## src/rtl/sdram_arbiter_if.sv

```systemverilog
// Request/command bundle between requesters, the arbiter and the SDRAM controller.
// The slave side is the arbiter; the master side is the surrounding environment.
interface sdram_arbiter_if #(
    parameter int N  = 3,
    parameter int AW = 24,
    parameter int DW = 16
);
    logic [N-1:0]    req;
    logic [N-1:0]    we;
    logic [N*AW-1:0] addr;
    logic [N*DW-1:0] wdata;
    logic [N-1:0]    ack;
    logic [DW-1:0]   rdata;
    logic            mem_req;
    logic            mem_we;
    logic [AW-1:0]   mem_addr;
    logic [DW-1:0]   mem_wdata;
    logic            mem_ack;
    logic            mem_rvalid;
    logic [DW-1:0]   mem_rdata;

    modport slave (
        input  req, we, addr, wdata, mem_ack, mem_rvalid, mem_rdata,
        output ack, rdata, mem_req, mem_we, mem_addr, mem_wdata
    );

    modport master (
        output req, we, addr, wdata, mem_ack, mem_rvalid, mem_rdata,
        input  ack, rdata, mem_req, mem_we, mem_addr, mem_wdata
    );
endinterface

```

## src/rtl/sdram_arbiter.sv

```systemverilog
// Round-robin arbiter funnelling N requesters into one SDRAM command port.
// One transaction in flight at a time: IDLE -> ISSUE -> (WAIT_RD) -> IDLE.
module sdram_arbiter #(
    parameter int N  = 3,
    parameter int AW = 24,
    parameter int DW = 16
) (
    input  logic             clk,
    input  logic             reset,
    sdram_arbiter_if.slave   bus
);
    localparam int LW = $clog2(N);

    typedef enum logic [1:0] {
        IDLE    = 2'd0,
        ISSUE   = 2'd1,
        WAIT_RD = 2'd2
    } state_t;

    state_t        state_q, state_d;
    logic [LW-1:0] g_q, g_d;
    logic [LW-1:0] last_q, last_d;
    logic          we_q, we_d;
    logic [AW-1:0] addr_q, addr_d;
    logic [DW-1:0] wdata_q, wdata_d;
    logic [N-1:0]  ack_q, ack_d;
    logic [DW-1:0] rdata_q, rdata_d;

    logic [AW-1:0] addr_a  [N];
    logic [DW-1:0] wdata_a [N];
    logic [LW-1:0] cand;
    logic [LW-1:0] win;
    logic          found;

    for (genvar i = 0; i < N; i++) begin : g_unpack
        assign addr_a[i]  = bus.addr[i*AW +: AW];
        assign wdata_a[i] = bus.wdata[i*DW +: DW];
    end

    // Round-robin search starting just after the last winner.
    always_comb begin
        cand  = '0;
        win   = '0;
        found = 1'b0;
        for (int i = 1; i <= N; i++) begin
            cand = LW'((int'(last_q) + i) % N);
            if (!found && bus.req[cand]) begin
                found = 1'b1;
                win   = cand;
            end
        end
    end

    // Next-state and output computation; the ack cycle blocks re-arbitration.
    always_comb begin
        state_d = state_q;
        g_d     = g_q;
        last_d  = last_q;
        we_d    = we_q;
        addr_d  = addr_q;
        wdata_d = wdata_q;
        ack_d   = '0;
        rdata_d = rdata_q;
        unique case (state_q)
            IDLE: begin
                if (found && (ack_q == '0)) begin
                    g_d     = win;
                    last_d  = win;
                    we_d    = bus.we[win];
                    addr_d  = addr_a[win];
                    wdata_d = wdata_a[win];
                    state_d = ISSUE;
                end
            end
            ISSUE: begin
                if (bus.mem_ack) begin
                    if (we_q) begin
                        ack_d[g_q] = 1'b1;
                        state_d    = IDLE;
                    end else begin
                        state_d = WAIT_RD;
                    end
                end
            end
            WAIT_RD: begin
                if (bus.mem_rvalid) begin
                    rdata_d    = bus.mem_rdata;
                    ack_d[g_q] = 1'b1;
                    state_d    = IDLE;
                end
            end
            default: state_d = IDLE;
        endcase
    end

    // State and latched command registers; reset abandons any transaction.
    always_ff @(posedge clk or posedge reset) begin
        if (reset) begin
            state_q <= IDLE;
            g_q     <= '0;
            last_q  <= LW'(N - 1);
            we_q    <= 1'b0;
            addr_q  <= '0;
            wdata_q <= '0;
            ack_q   <= '0;
            rdata_q <= '0;
        end else begin
            state_q <= state_d;
            g_q     <= g_d;
            last_q  <= last_d;
            we_q    <= we_d;
            addr_q  <= addr_d;
            wdata_q <= wdata_d;
            ack_q   <= ack_d;
            rdata_q <= rdata_d;
        end
    end

    assign bus.ack       = ack_q;
    assign bus.rdata     = rdata_q;
    assign bus.mem_req   = (state_q == ISSUE);
    assign bus.mem_we    = we_q;
    assign bus.mem_addr  = addr_q;
    assign bus.mem_wdata = wdata_q;
endmodule

```

## src/flat_wrapper.sv

```systemverilog
// flat-port wrapper written by rule: the top's interface ports become plain ports
module sdram_arbiter_flat 
#(
    parameter int N  = 3,
    parameter int AW = 24,
    parameter int DW = 16
)
  (clk, reset, bus_req, bus_we, bus_addr, bus_wdata, bus_mem_ack, bus_mem_rvalid, bus_mem_rdata, bus_ack, bus_rdata, bus_mem_req, bus_mem_we, bus_mem_addr, bus_mem_wdata);
  sdram_arbiter_if #(.N(N), .AW(AW), .DW(DW)) bus_i ();
  input  logic clk;
  input  logic reset;
  input wire logic [$bits(bus_i.req)-1:0] bus_req;
  input wire logic [$bits(bus_i.we)-1:0] bus_we;
  input wire logic [$bits(bus_i.addr)-1:0] bus_addr;
  input wire logic [$bits(bus_i.wdata)-1:0] bus_wdata;
  input wire logic [$bits(bus_i.mem_ack)-1:0] bus_mem_ack;
  input wire logic [$bits(bus_i.mem_rvalid)-1:0] bus_mem_rvalid;
  input wire logic [$bits(bus_i.mem_rdata)-1:0] bus_mem_rdata;
  output wire logic [$bits(bus_i.ack)-1:0] bus_ack;
  output wire logic [$bits(bus_i.rdata)-1:0] bus_rdata;
  output wire logic [$bits(bus_i.mem_req)-1:0] bus_mem_req;
  output wire logic [$bits(bus_i.mem_we)-1:0] bus_mem_we;
  output wire logic [$bits(bus_i.mem_addr)-1:0] bus_mem_addr;
  output wire logic [$bits(bus_i.mem_wdata)-1:0] bus_mem_wdata;
  assign bus_i.req = bus_req;
  assign bus_i.we = bus_we;
  assign bus_i.addr = bus_addr;
  assign bus_i.wdata = bus_wdata;
  assign bus_i.mem_ack = bus_mem_ack;
  assign bus_i.mem_rvalid = bus_mem_rvalid;
  assign bus_i.mem_rdata = bus_mem_rdata;
  assign bus_ack = bus_i.ack;
  assign bus_rdata = bus_i.rdata;
  assign bus_mem_req = bus_i.mem_req;
  assign bus_mem_we = bus_i.mem_we;
  assign bus_mem_addr = bus_i.mem_addr;
  assign bus_mem_wdata = bus_i.mem_wdata;
  sdram_arbiter #(.N(N), .AW(AW), .DW(DW)) u_core (.clk(clk), .reset(reset), .bus(bus_i));
endmodule
```

## config.mk

```make
export PLATFORM = sky130hd
export DESIGN_NAME = sdram_arbiter_flat
export DESIGN_NICKNAME = d
export VERILOG_FILES = /design/src/rtl/sdram_arbiter_if.sv /design/src/rtl/sdram_arbiter.sv /design/src/flat_wrapper.sv
export SDC_FILE = /design/constraint.sdc
export NUM_CORES = 1
export LEC_CHECK = 0
export CAP_MARGIN = 15
export CORE_MARGIN = 1
export CORE_UTILIZATION = 42
export CTS_BUF_LIST = sky130_fd_sc_hd__clkbuf_16
export DETAILED_ROUTE_END_ITERATION = 12
export PLACE_DENSITY = 0.85
export SLEW_MARGIN = 20
export SYNTH_ARGS = -nofsm -noshare
export SYNTH_HDL_FRONTEND = slang
export SYNTH_SLANG_ARGS = --single-unit
```

## constraint.sdc

```tcl
create_clock -name clk -period 6.9 [get_ports clk]
set_input_delay 1.035 -clock clk [delete_from_list [all_inputs] [get_ports clk]]
set_output_delay 1.035 -clock clk [all_outputs]
set_load 0.01 [all_outputs]
```

After elaboration in Yosys (flattened, before gate mapping)
Index checks and enable logic that the tools add are counted.
Storage, ports and cells
  register bits after elaboration: 66
  word-level logic and storage cells: 69
Operators by class
  add/sub/neg operators: 3
  divide/modulo/power cells: 3
  magnitude comparators: 7
  eq/ne operators: 5
  mux-type cells: 31
  bitwise logic cells: 1
  reductions and logical operators: 11
Operators by type and width (number)
  modulo 32 x 3 -> 32 bit, second input constant: 3
  binary-select mux 24 bit (select 2 bit): 1
  2-to-1 mux 24 bit: 2
  binary-select mux 16 bit (select 2 bit): 1
  2-to-1 mux 16 bit: 2
  less-than comparator 2 x 3 -> 1 bit, second input constant: 5
  2-to-1 mux 2 bit: 7
  2-to-1 mux 3 bit: 3
  binary-select mux 1 bit (select 2 bit): 4
  2-to-1 mux 1 bit: 8
  adder 2 x 2 -> 3 bit, second input constant: 2
  one-hot mux 2 bit (3 select lines): 1
  one-hot mux 3 bit (2 select lines): 1
  logical AND 1 bit: 4
  inequality test 2 bit, second input constant: 2
  AND reduction 2 bit: 2
  adder 2 x 1 -> 3 bit, second input constant: 1
  >= comparator 3 bit, second input constant: 1
  zero test 3 bit: 1
  NOT 2 -> 3 bit: 1
  AND reduction 3 bit: 1
  demux 1 bit (select 2 bit): 1
  equality test 2 x 1 -> 1 bit, second input constant: 1
  equality test 2 bit, second input constant: 1
  other kinds (4): 5

Logic depth before layout (Yosys ltp)
  word-level depth: 15
  depth in mapped cells: 12
  depth with buffers taken out: 8

Worst setup path after synthesis
Ideal clock, no wire load.
  kind: register to register
  start: register u_core.last_q[1]
  end: register u_core.addr_q[0], in the netlist u_core.bus.mem_addr[0]
  arrival: 2.387 ns
  required time: 6.771 ns
  path slack: 4.385 ns
  stages on the path, launching flop included: 10
  buffers on the path: 2
  clock period less this slack: 2.515 ns
  cell sequence: dfstp_2 > inv_1 > ha_1 > buf_6 > or3_1 > and3_4 > o31ai_4 > buf_8 > mux2i_1 > o211ai_2
Between the ends
  longest elaborated chain between the ends: 15
  elaborated cells on any way between the ends: 28
  those cells by class: add/sub (3); div (3); mux (15); bitwise (1); reduce/logical (6)
RTL lines
  start: declaration: line sdram_arbiter.sv:22  | logic [LW-1:0] last_q, last_d;
  start signal: assignment: line sdram_arbiter.sv:101  | last_q <= LW'(N - 1);
  start signal: assignment: line sdram_arbiter.sv:110  | last_q <= last_d;
  adder 2 x 1 -> 3 bit: line sdram_arbiter.sv:46  | cand = LW'((int'(last_q) + i) % N);
  modulo 32 x 3 -> 32 bit: line sdram_arbiter.sv:46
  binary-select mux 1 bit (select 2 bit): line sdram_arbiter.sv:47  | if (!found && bus.req[cand]) begin
  2-to-1 mux 1 bit (not written as such): line sdram_arbiter.sv:47
  2-to-1 mux 1 bit: line sdram_arbiter.sv:47
  zero test 1 bit: line sdram_arbiter.sv:47
  logical AND 1 bit: line sdram_arbiter.sv:47
  2-to-1 mux 1 bit: line sdram_arbiter.sv:47
  zero test 1 bit: line sdram_arbiter.sv:47
  logical AND 1 bit: line sdram_arbiter.sv:47
  2-to-1 mux 2 bit: line sdram_arbiter.sv:47
  NOT 2 -> 3 bit (not written as such): line sdram_arbiter.sv:70  | addr_d = addr_a[win];
  binary-select mux 24 bit (select 2 bit): line sdram_arbiter.sv:70
  2-to-1 mux 24 bit (not written as such) (2 in series): line sdram_arbiter.sv:70
  end signal: assignment: line sdram_arbiter.sv:112  | addr_q <= addr_d;
  end: declaration: line sdram_arbiter.sv:24  | logic [AW-1:0] addr_q, addr_d;
Several ways; a longest one is shown, not always the timed one. The select of a mux whose other input is x is not followed.
A chain may end at the register's enable or synchronous reset.

Final worst setup path
  start: input bus_req[1]
  end: register u_core.wdata_q[10], in the netlist u_core.bus.mem_wdata[10]
Between the ends
  longest elaborated chain between the ends: 13
  elaborated cells on any way between the ends: 22
  those cells by class: mux (15); bitwise (1); reduce/logical (6)
RTL lines
  start: declaration: line flat_wrapper.sv:12  | input wire logic [$bits(bus_i.req)-1:0] bus_req;
  binary-select mux 1 bit (select 2 bit): line sdram_arbiter.sv:47
  2-to-1 mux 1 bit (not written as such): line sdram_arbiter.sv:47
  2-to-1 mux 1 bit: line sdram_arbiter.sv:47
  zero test 1 bit: line sdram_arbiter.sv:47
  logical AND 1 bit: line sdram_arbiter.sv:47
  2-to-1 mux 1 bit: line sdram_arbiter.sv:47
  zero test 1 bit: line sdram_arbiter.sv:47
  logical AND 1 bit: line sdram_arbiter.sv:47
  2-to-1 mux 2 bit: line sdram_arbiter.sv:47
  NOT 2 -> 3 bit (not written as such): line sdram_arbiter.sv:71  | wdata_d = wdata_a[win];
  binary-select mux 16 bit (select 2 bit): line sdram_arbiter.sv:71
  2-to-1 mux 16 bit (not written as such) (2 in series): line sdram_arbiter.sv:71
  end signal: assignment: line sdram_arbiter.sv:113  | wdata_q <= wdata_d;
  end: declaration: line sdram_arbiter.sv:25  | logic [DW-1:0] wdata_q, wdata_d;
Several ways; a longest one is shown, not always the timed one. The select of a mux whose other input is x is not followed.

==> results.cfg <==
[critical_path]
cp_slowest_cell = and2_2
path_delay_family = simple AND/OR/NAND/NOR gates
worstRegToRegCells = 9
critical_path.endpoint_type = flip-flop
ff2ff_setup_slack_ns = 3.12
path_max_fanout = 46
worstPathArrival_ns = 4.20
cp_num_buf_inv = 2
r2r_start = u_core.last_q[1]$_DFFE_PP1P_
critPathMaxStageDelay_ns = 0.76
worstSetupPathType = in2reg
reg2reg_to = u_core.bus.mem_wdata[10]$_DFFE_PP0P_
critPathLaunch = bus_req[1]
required_ns = 7.14
setup.worst_path.start_class = input port
path_cells = clkdlybuf4s50_1 -> mux2_1 -> mux2i_1 -> a31oi_1 -> and2_2 -> nand2b_2 -> buf_4 -> o211ai_2

[global_route]
grt_pass1_wl_mm = 18.7
overflow = 0
grt_max_degree = 66
grt_pass1_vias = 3680
antenna_found_initial = 0
grt_usage_pct = 24.9

[layout]
final_cell_mix = clkdlybuf4s50_1 (206), dfrtp_1 (64), nand2_1 (51)
nets = 690
final_common_cell = clkdlybuf4s50_1
fillers = 679
layout-drive-gt1-share_pct = 15.2
diodes = 0
syn_to_final_growth_pct = 61.8
stdcell_area_um2 = 6110

[sta]
setup_viol = 0
post-route-min-period_ns = 3.96
finalMaxSlewViolations = 0
maxSlewHeadroom_pct = 41.0
clock_skew_ns = 0.00644
max_freq_mhz = 252
post-route-period-util_pct = 57.4
rsz0062_at_grt = false
worst_pin_slew_ns = 0.885
finalSetupTns_ns = 0
hold_viol_final = 0

[floorplan]
start_util_pct = 43.3
core_area_um2 = 8720
die_h_um = 96.8
die_w_um = 96.8
dieArea_um2 = 9370
ios = 207
core.rowCount = 34

[pwr]
power_uw = 2930
p_comb_share_pct = 61.0
seqPwrFrac_pct = 23.2
pwr-share-clk_pct = 15.9
leakage_uw = 0.00272
vdd_drop_max_mv = 0.322
p_sw_uw = 1180
powerDensity_nw_per_um2 = 479
switching_share_pct = 40.4
p_int_uw = 1740

[run]
drv_cap = 0

[yosys]
synth.area.top_cells = dfrtp_1 (42%), o211ai_2 (13%), mux2i_1 (12%)
synth_area_um2 = 3780
avgSynthCellArea_um2 = 11.0
synthDominantCellAreaShare_pct = 42.4
synth_area_leader_cell = dfrtp_1
yosysSeqAreaShare_pct = 43.1
synth_warnings = 0
ys_seq_elements = 65
syn_inst = 342
synth_nets = 495
ys_types = 38

[status]
status = complete, no violations

[clock_tree]
cts_sinks = 65
cts_setup_buffers = 0
cts_tree = built
postCtsHoldBufs = 0
cts-resized-gates = 0
cts_buffer_depth = 2
insertion_delay_ns = 0.32
cts_max_level = 3
clk_pin_slew_ns = 0.05
root_buffer = clkbuf_16
cts_buffers = 9

[worst_hold_path]
hp-start = u_core.bus.mem_wdata[12]$_DFFE_PP0P_
hold_path_end = u_core.bus.mem_wdata[12]$_DFFE_PP0P_
hold_depth = 2
hp-class = reg2reg

[route]
ant_nets = 0
routed_wl_mm = 11.4
drt-initial-drc-count = 109
wl_per_cell_um = 17.6
dr.pass1.iters = 4
via_per_inst = 5.35
drc_errors = 0
vias = 3468

[placement]
dpl_cell_area_um2 = 5810
globalplace.congestion = 0.914
numPortBuffers = 206
dpl.hpwl_mm = 8.74
Yosys cell counts:
master and number:
o21ba_2 1, nand3b_1 4, o221a_2 1, a41o_1 1, inv_1 9, mux2_2 17, dfrtp_1 64, or3_1 2
o31ai_4 1, o21a_1 1, dfstp_2 1, buf_1 1, mux2_1 1, nand2_1 51, o22a_1 1, a21oi_1 3
o211ai_2 40, nor3b_1 1, nor2_1 3, a31o_2 1, nor3_1 2, and2_1 1, clkbuf_1 13, mux2i_1 44
nand3_1 37, buf_8 4, ha_1 7, o21ai_0 4, o211ai_1 1, and3_4 1, nand2b_1 2, buf_4 2
buf_6 6, and3b_1 1, nand4_1 7, nor2b_1 3, o22ai_1 1, a31oi_1 2
cell type report:
cell class	instances	area (um2)	area share, %
Tap cell	108	135	2.21
Inverter	9	33.8	0.553
Multi-Input combinational cell	242	1920	31.5
Timing Repair Buffer	210	2090	34.2
Clock buffer	9	225	3.69
Clock inverter	5	72.6	1.19
Sequential cell	65	1630	26.6
kinds of logic (layout without fill, tap and decap cells):
| logic type | after synthesis | after routing | share of synthesized area, % |
|---|---|---|---|
| simple gates | 115 | 115 | 14.5 |
| flops | 65 | 65 | 43.1 |
| mux | 62 | 62 | 17.0 |
| compound gates | 58 | 58 | 16.9 |
| buf+inv | 35 | 233 | 6.06 |
| fa+ha+maj | 7 | 7 | 2.32 |
registers in the layout, summed over array words and instances, names as in the netlist:
name	flops
u_core.bus.ack	3
u_core.bus.mem_addr	24
u_core.bus.mem_wdata	16
u_core.bus.mem_we	1
u_core.bus.rdata	16
u_core.g_q	1
u_core.last_q	2
u_core.state_q	2
tightest hold or removal path: stages, from the launching register on:
cell and delay, ns:
dfrtp_1 0.34, nand2_1 0.06, o211ai_2 0.05
power by group through the flow:
stage / Combinational [uW] / Sequential, uW / Clock, uW
2_1_floorplan: 1190 / 748 / 0
3_3_place_gp: 1740 / 676 / 0
3_5_place_dp: 1790 / 686 / 0
4_1_cts: 1800 / 681 / 472
5_1_grt: 1930 / 703 / 487
6_report: 1790 / 679 / 464
worst max-delay path by stage:
stage / end / slack, ns / depth (start not counted)
after detailed placement: u_core.bus.mem_addr[1]$_DFFE_PP0P_ / 2.62 / 8
final: u_core.bus.mem_wdata[10]$_DFFE_PP0P_ / 2.94 / 8
after global routing: u_core.bus.mem_addr[5]$_DFFE_PP0P_ / 2.62 / 8
after global placement: u_core.bus.mem_wdata[9]$_DFFE_PP0P_ / 2.76 / 8
after floorplan: u_core.bus.ack[0]$_DFF_PP0_ / 4.24 / 1
after CTS: u_core.bus.mem_addr[1]$_DFFE_PP0P_ / 2.95 / 8
through the flow:
| stage | util, % | hold WS (ns) | setup WS, ns | std cells |
|---|---|---|---|---|
| 2_1_floorplan | - | 0.444 | 4.24 | 342 |
| 3_3_place_gp | 66.6 | 0.466 | 2.76 | 634 |
| 3_5_place_dp | 66.6 | 0.468 | 2.62 | 634 |
| 4_1_cts | 70.1 | 0.486 | 2.95 | 648 |
| 5_1_grt | 70.1 | 0.502 | 2.62 | 648 |
| 6_report | 70.1 | 0.481 | 2.94 | 648 |
metal layers:
layer / share of wire [%] / wire [um] / vias to the layer above / global-route usage (%)
li1: - / - / 1638 / -
met1: 39 / 4410 / 1641 / 28.4
met2: 50 / 5730 / 167 / 43.8
met3: 8.8 / 1010 / 22 / 7.80
met4: 2.3 / 259 / 0 / 8.38
met5: 0 / 0 / - / 0
No activity file was read; power rests on OpenSTA's default activity.
